===== src/rtl/keypad_scanner_if.sv =====
// Keypad scanner signal bundle: row returns in, column drives and key-event outputs.
// The master side is the keypad/consumer; the slave side is the scanner itself.
interface keypad_scanner_if;
    logic [3:0] row;
    logic [3:0] col;
    logic       keyhit;
    logic [3:0] keycode;
    logic       key_down;

    modport master (
        output row,
        input  col,
        input  keyhit,
        input  keycode,
        input  key_down
    );

    modport slave (
        input  row,
        output col,
        output keyhit,
        output keycode,
        output key_down
    );
endinterface


===== src/rtl/keypad_scanner.sv =====
// 4x4 matrix keypad scanner: walks the active-low columns, synchronizes and
// debounces the row returns, and reports one keyhit pulse per physical press.
module keypad_scanner #(
    parameter int SCAN_CYCLES      = 50000,
    parameter int DEBOUNCE_SAMPLES = 5
) (
    input  logic             clk,
    input  logic             reset,
    keypad_scanner_if.slave  kp
);

    localparam int DW = (SCAN_CYCLES > 1) ? $clog2(SCAN_CYCLES) : 1;
    localparam int SW = $clog2(DEBOUNCE_SAMPLES + 1);

    localparam logic [DW-1:0] DWELL_LAST    = DW'(SCAN_CYCLES - 1);
    // Value of the stable counter on the sample that completes the required run.
    localparam logic [SW-1:0] STABLE_ACCEPT = SW'(DEBOUNCE_SAMPLES - 1);
    localparam logic [SW-1:0] STABLE_MAX    = SW'(DEBOUNCE_SAMPLES);

    localparam logic [1:0] S_SCAN     = 2'd0;
    localparam logic [1:0] S_DEBOUNCE = 2'd1;
    localparam logic [1:0] S_PRESSED  = 2'd2;
    localparam logic [1:0] S_RELEASE  = 2'd3;

    logic [3:0]    r_rowMeta;
    logic [3:0]    r_rowSync;
    logic [DW-1:0] r_dwell;
    logic [1:0]    r_state;
    logic [1:0]    r_colIdx;
    logic [3:0]    r_col;
    logic [1:0]    r_latchRow;
    logic [SW-1:0] r_stable;
    logic          r_keyhit;
    logic [3:0]    r_keycode;
    logic          r_keyDown;

    logic          w_sample;
    logic          w_anyLow;
    logic [1:0]    w_rowIdx;
    logic [SW-1:0] w_stableNext;

    assign w_sample     = (r_dwell == DWELL_LAST);
    assign w_anyLow     = (r_rowSync != 4'hF);
    assign w_stableNext = (r_stable == STABLE_MAX) ? r_stable : r_stable + SW'(1);

    assign kp.col      = r_col;
    assign kp.keyhit   = r_keyhit;
    assign kp.keycode  = r_keycode;
    assign kp.key_down = r_keyDown;

    // Lowest-numbered low row wins when several rows are pulled down together.
    always_comb begin
        w_rowIdx = 2'd0;
        if (!r_rowSync[0])
            w_rowIdx = 2'd0;
        else if (!r_rowSync[1])
            w_rowIdx = 2'd1;
        else if (!r_rowSync[2])
            w_rowIdx = 2'd2;
        else if (!r_rowSync[3])
            w_rowIdx = 2'd3;
    end

    // Two-flop synchronizer for the asynchronous row returns; idles at all-high.
    always_ff @(posedge clk or posedge reset) begin
        if (reset) begin
            r_rowMeta <= 4'hF;
            r_rowSync <= 4'hF;
        end else begin
            r_rowMeta <= kp.row;
            r_rowSync <= r_rowMeta;
        end
    end

    // Free-running dwell counter; its last count marks the sample cycle in every state.
    always_ff @(posedge clk or posedge reset) begin
        if (reset)
            r_dwell <= '0;
        else if (w_sample)
            r_dwell <= '0;
        else
            r_dwell <= r_dwell + DW'(1);
    end

    // Scan/debounce FSM with registered column drive and key-event outputs.
    always_ff @(posedge clk or posedge reset) begin
        if (reset) begin
            r_state    <= S_SCAN;
            r_colIdx   <= 2'd0;
            r_col      <= 4'b1110;
            r_latchRow <= 2'd0;
            r_stable   <= '0;
            r_keyhit   <= 1'b0;
            r_keycode  <= 4'h0;
            r_keyDown  <= 1'b0;
        end else begin
            r_keyhit <= 1'b0;
            if (w_sample) begin
                case (r_state)
                    S_SCAN: begin
                        if (w_anyLow) begin
                            r_latchRow <= w_rowIdx;
                            r_stable   <= SW'(1);
                            if (STABLE_ACCEPT == '0) begin
                                r_state   <= S_PRESSED;
                                r_keyhit  <= 1'b1;
                                r_keycode <= {w_rowIdx, r_colIdx};
                                r_keyDown <= 1'b1;
                            end else begin
                                r_state <= S_DEBOUNCE;
                            end
                        end else begin
                            r_colIdx <= r_colIdx + 2'd1;
                            r_col    <= {r_col[2:0], r_col[3]};
                        end
                    end
                    S_DEBOUNCE: begin
                        if (w_anyLow && (w_rowIdx == r_latchRow)) begin
                            if (r_stable >= STABLE_ACCEPT) begin
                                r_state   <= S_PRESSED;
                                r_keyhit  <= 1'b1;
                                r_keycode <= {w_rowIdx, r_colIdx};
                                r_keyDown <= 1'b1;
                            end
                            r_stable <= w_stableNext;
                        end else begin
                            r_state  <= S_SCAN;
                            r_colIdx <= r_colIdx + 2'd1;
                            r_col    <= {r_col[2:0], r_col[3]};
                        end
                    end
                    S_PRESSED: begin
                        if (!w_anyLow) begin
                            r_state  <= S_RELEASE;
                            r_stable <= SW'(1);
                        end
                    end
                    default: begin
                        if (!w_anyLow) begin
                            if (r_stable >= STABLE_ACCEPT) begin
                                r_state   <= S_SCAN;
                                r_keyDown <= 1'b0;
                                r_colIdx  <= r_colIdx + 2'd1;
                                r_col     <= {r_col[2:0], r_col[3]};
                            end
                            r_stable <= w_stableNext;
                        end else begin
                            r_state <= S_PRESSED;
                        end
                    end
                endcase
            end
        end
    end

endmodule


===== src/flat_wrapper.sv =====
// flat-port wrapper written by rule: the top's interface ports become plain ports
module keypad_scanner_flat 
#(
    parameter int SCAN_CYCLES      = 50000,
    parameter int DEBOUNCE_SAMPLES = 5
)
  (clk, reset, kp_row, kp_col, kp_keyhit, kp_keycode, kp_key_down);
  keypad_scanner_if kp_i ();
  input  logic clk;
  input  logic reset;
  input wire logic [$bits(kp_i.row)-1:0] kp_row;
  output wire logic [$bits(kp_i.col)-1:0] kp_col;
  output wire logic [$bits(kp_i.keyhit)-1:0] kp_keyhit;
  output wire logic [$bits(kp_i.keycode)-1:0] kp_keycode;
  output wire logic [$bits(kp_i.key_down)-1:0] kp_key_down;
  assign kp_i.row = kp_row;
  assign kp_col = kp_i.col;
  assign kp_keyhit = kp_i.keyhit;
  assign kp_keycode = kp_i.keycode;
  assign kp_key_down = kp_i.key_down;
  keypad_scanner #(.SCAN_CYCLES(SCAN_CYCLES), .DEBOUNCE_SAMPLES(DEBOUNCE_SAMPLES)) u_core (.clk(clk), .reset(reset), .kp(kp_i));
endmodule

===== config.mk =====
export PLATFORM = sky130hd
export DESIGN_NAME = keypad_scanner_flat
export DESIGN_NICKNAME = d
export VERILOG_FILES = /design/src/rtl/keypad_scanner_if.sv /design/src/rtl/keypad_scanner.sv /design/src/flat_wrapper.sv
export SDC_FILE = /design/constraint.sdc
export NUM_CORES = 1
export LEC_CHECK = 0
export CAP_MARGIN = 20
export CORE_ASPECT_RATIO = 1.1
export CORE_MARGIN = 3
export CORE_UTILIZATION = 54
export DETAILED_ROUTE_END_ITERATION = 10
export GPL_ROUTABILITY_DRIVEN = 0
export PLACE_DENSITY = 0.73
export SYNTH_ARGS = -nofsm -noshare
export SYNTH_HDL_FRONTEND = slang
export SYNTH_SLANG_ARGS = --single-unit

===== constraint.sdc =====
create_clock -name clk -period 5.2 [get_ports clk]
set_input_delay 1.04 -clock clk [delete_from_list [all_inputs] [get_ports clk]]
set_output_delay 1.04 -clock clk [all_outputs]
set_load 0.03 [all_outputs]

==> flow_summary_export.csv <==
group,metric,value,unit
floorplanning,starting_density_of_the_core,58.1,%
worst_setup_path,crit_path_end_kind,"primary output",
clock_network,cts_resized,0,
worst_setup_path,worstReg2RegEnd,"u_core.r_stable[0]",
worst_hold_path,min-delay-start,"u_core.r_rowMeta[0]",
clock_network,clock_latency,0.36,ns
synth,ys_ff_latch,43,
finish,n_antenna_cell,0,
clock_network,clk_transition_reported_paths,0.12,ns
worst_setup_path,startpoint_type,"flip-flop",
global_route,number_of_global_route_vias_before_repair,1309,
clock_network,clock_tree.htree_level_count,2,
worst_setup_path,critPathMaxFanout,3,
synth,cell_with_the_most_instances_after_synthesis,"dfrtp_1",
global_route,grt_max_degree,44,
sta,slew-limit-headroom,65.7,%
finish,synthesis_to_finish_area_growth,13.7,%
worst_setup_path,critPathKind,"flip-flop to primary output",
run_status,run_status,"complete, no violations",
worst_setup_path,worst-r2r-setup-slack,2.71,ns
worst_hold_path,worstHoldPathCells,0,
clock_network,clock_sinks,43,
sta,fin_worst_skew,0.0154,ns
floorplanning,core_region_area,3470,sq um
finish,num-nets-final,201,
synth,synthesis.instances,169,
worst_setup_path,reg2regPathDepth,6,
synth,syn-mean-instance-area,11.9,sq um
route,drt_first_iter_violations,50,
route,wl_per_cell,14.5,um
synth,netlist_top_cells_area,"dfrtp_1, dfstp_2, mux2_2, xor2_1, ha_1",
flow_run,drv.max_cap_violation_count,0,
global_route,first_pass_grt_wire_length,6.15,mm
worst_setup_path,cell_count_along_the_critical_path,1,
placed_design,io_buffers,15,
sta,rsz0062_at_grt,"no",
sta,period_share,50.4,%
clock_network,max-clock-path-buffers,2,
route,drt_wl_total,3.45,mm
global_route,grtUsageMet1,22.0,%
synth,netlist_top_cells_count,"dfrtp_1, nor2_1, dfstp_2, xor2_1, nand2_1",
clock_network,postCtsHoldBufs,0,
route,drc,0,
clock_network,numCtsBuffers,5,
worst_setup_path,cpLargestDelayFamily,"buffers and inverters",
route,detailedRoute.firstPassIterationCount,4,
floorplanning,floorplan.die_area,4500,sq um
sta,transition_time_of_the_tightest_slew_check_pin,0.514,ns
synth,synth.net_count,182,
worst_hold_path,min-delay-path-class,"flip-flop to flip-flop",
clock_network,cts-root-buf,"clkbuf_4",
worst_setup_path,highest_cell_delay_on_the_worst_timing_path,0.67,ns
synth,synthDominantAreaCellType,"dfrtp_1",
synth,combined_area_of_all_synthesized_cells,2010,sq um
synth,synth_edf_count,0,
clock_network,post-cts-setup-buffer-count,0,
synth,ys_types,41,
global_route,use_met3,5.14,%
global_route,overflow_left_after_global_routing,0,
finish,utilization,66.1,%
worst_setup_path,path_buf_inv,1,
sta,endpoints_failing_hold,0,
floorplanning,io-pin-count,16,
synth,share_of_synthesized_area_occupied_by_flip_flops_and_latches,54.1,%
worst_setup_path,crit_slowest_cell,"clkdlybuf4s50_1",
floorplanning,floorplan.die.width,64.2,um
synth,async_flop_share,100,%
power,irDropWorstVdd,0.170,mV
global_route,globalRoute.busiestLayer,"met2",
power,power.density_cell_area,252,nW/um^2
placed_design,dp_hpwl,2.41,mm
sta,max_freq,381,MHz
worst_setup_path,timing.critical_path.cells,"clkdlybuf4s50_1",
finish,post_route_cells_drive_above_1_share,19.6,%
global_route,groute.usage.overall,17.4,%
synth,synth_ff_type,"dfrtp_1",
route,route.antenna.remaining_nets,0,
route,post_drt_via_cell_ratio,5.47,
worst_setup_path,critPathArrivalTime,1.58,ns
sta,setup_viol,0,
floorplanning,num_rows,22,
route,vias,1296,
sta,drv_slew,0,
worst_hold_path,hold_path_end,"u_core.r_rowSync[0]",
worst_setup_path,worst_r2r_startpoint,"u_core.r_dwell[0]",
finish,final-instance-count-excl-fill,237,
worst_setup_path,timing.critical_path.required,4.16,ns
power,power.static_leakage,1.06,nW
sta,finalWorstPathRequiredPeriod,2.62,ns
floorplanning,die_h,70.1,um
global_route,antenna_violations_before_repair,0,
global_route,gr-usage-met2,27.6,%
clock_network,cts_tree,"done",
synth,yosysTopAreaCellShare,39.8,%
synth,ys_warn_count,0,
sta,tns,0,ns
placed_design,dpl.cell_count,229,
==> placed cells by master, fill, tap and decap left out, types with 2 or more instances in the layout <==
cell	count
a211oi_2	2
a21boi_0	2
and3_1	6
and4_1	2
and4bb_1	2
clkbuf_4	5
clkdlybuf4s50_1	15
dfrtp_1	32
dfstp_2	11
ha_1	7
inv_1	7
mux2_2	9
mux2_4	4
mux2i_1	2
nand2_1	10
nand3_1	8
nand3b_1	2
nand4_1	5
nor2_1	15
nor3_1	6
xnor2_1	5
xor2_1	11
==> registers in the layout, indices dropped and copies added (netlist names) <==
register,flops
u_core.kp.col,4
u_core.kp.key_down,1
u_core.kp.keycode,4
u_core.kp.keyhit,1
u_core.r_colIdx,2
u_core.r_dwell,16
u_core.r_latchRow,2
u_core.r_rowMeta,4
u_core.r_rowSync,4
u_core.r_stable,3
u_core.r_state,2
==> per-stage QoR <==
stage	instance area [sq um]	power (mW)	worst slack, ns	hold WS [ns]
after floorplan	2010	0.356	3.18	0.345
after global placement	2200	0.363	2.88	0.346
after detailed placement	2200	0.364	2.79	0.347
after CTS	2290	0.585	2.55	0.365
after global routing	2290	0.600	2.51	0.368
final	2290	0.578	2.58	0.364
==> per-layer routing <==
metal,up-vias,wire (um)
li1,632,-
met1,615,1540
met2,38,1680
met3,11,158
met4,0,69
met5,-,0
==> cells by family after synthesis <==
family	Yosys count	synth area share [%]
xor gates and xnor gates	16	6.96
and+or+nand+nor	63	17.3
AOI/OAI and AO/OA	14	5.65
buffers and inverters	11	2.67
muxes	15	9.01
adders and majority gates	7	4.35
DFF	43	54.1
==> worst max path at each step <==
| stage | from | end | slack (ns) |
|---|---|---|---|
| 2_1_floorplan | reset | u_core.kp.col[0] | 3.18 |
| 3_3_place_gp | u_core.r_dwell[0] | u_core.r_stable[0] | 2.88 |
| 3_5_place_dp | u_core.r_dwell[0] | u_core.r_state[0] | 2.79 |
| 4_1_cts | u_core.kp.col[2] | kp_col[2] | 2.55 |
| 5_1_grt | u_core.kp.col[2] | kp_col[2] | 2.51 |
| 6_report | u_core.kp.col[2] | kp_col[2] | 2.58 |
==> where the power goes <==
group          switching (mW)  internal, mW  leakage (nW)  total, mW
combinational         0.00925       0.00582         0.467     0.0151
clock                   0.107         0.114        0.0482      0.221
sequential            0.00237         0.340         0.548      0.343
total                   0.119         0.460          1.06      0.578
==> final cells by class <==
cell class              instances  area, sq um
flip-flops and latches         43         1090
multi-input cells             115          871
inverters                       7         26.3
fillers                       292         1180
well taps                      48         60.1
repair buffers                 16          158
clock buffers                   6         51.3
clock inverters                 2         35.0
Note: power is estimated with default switching activity, not from simulation.
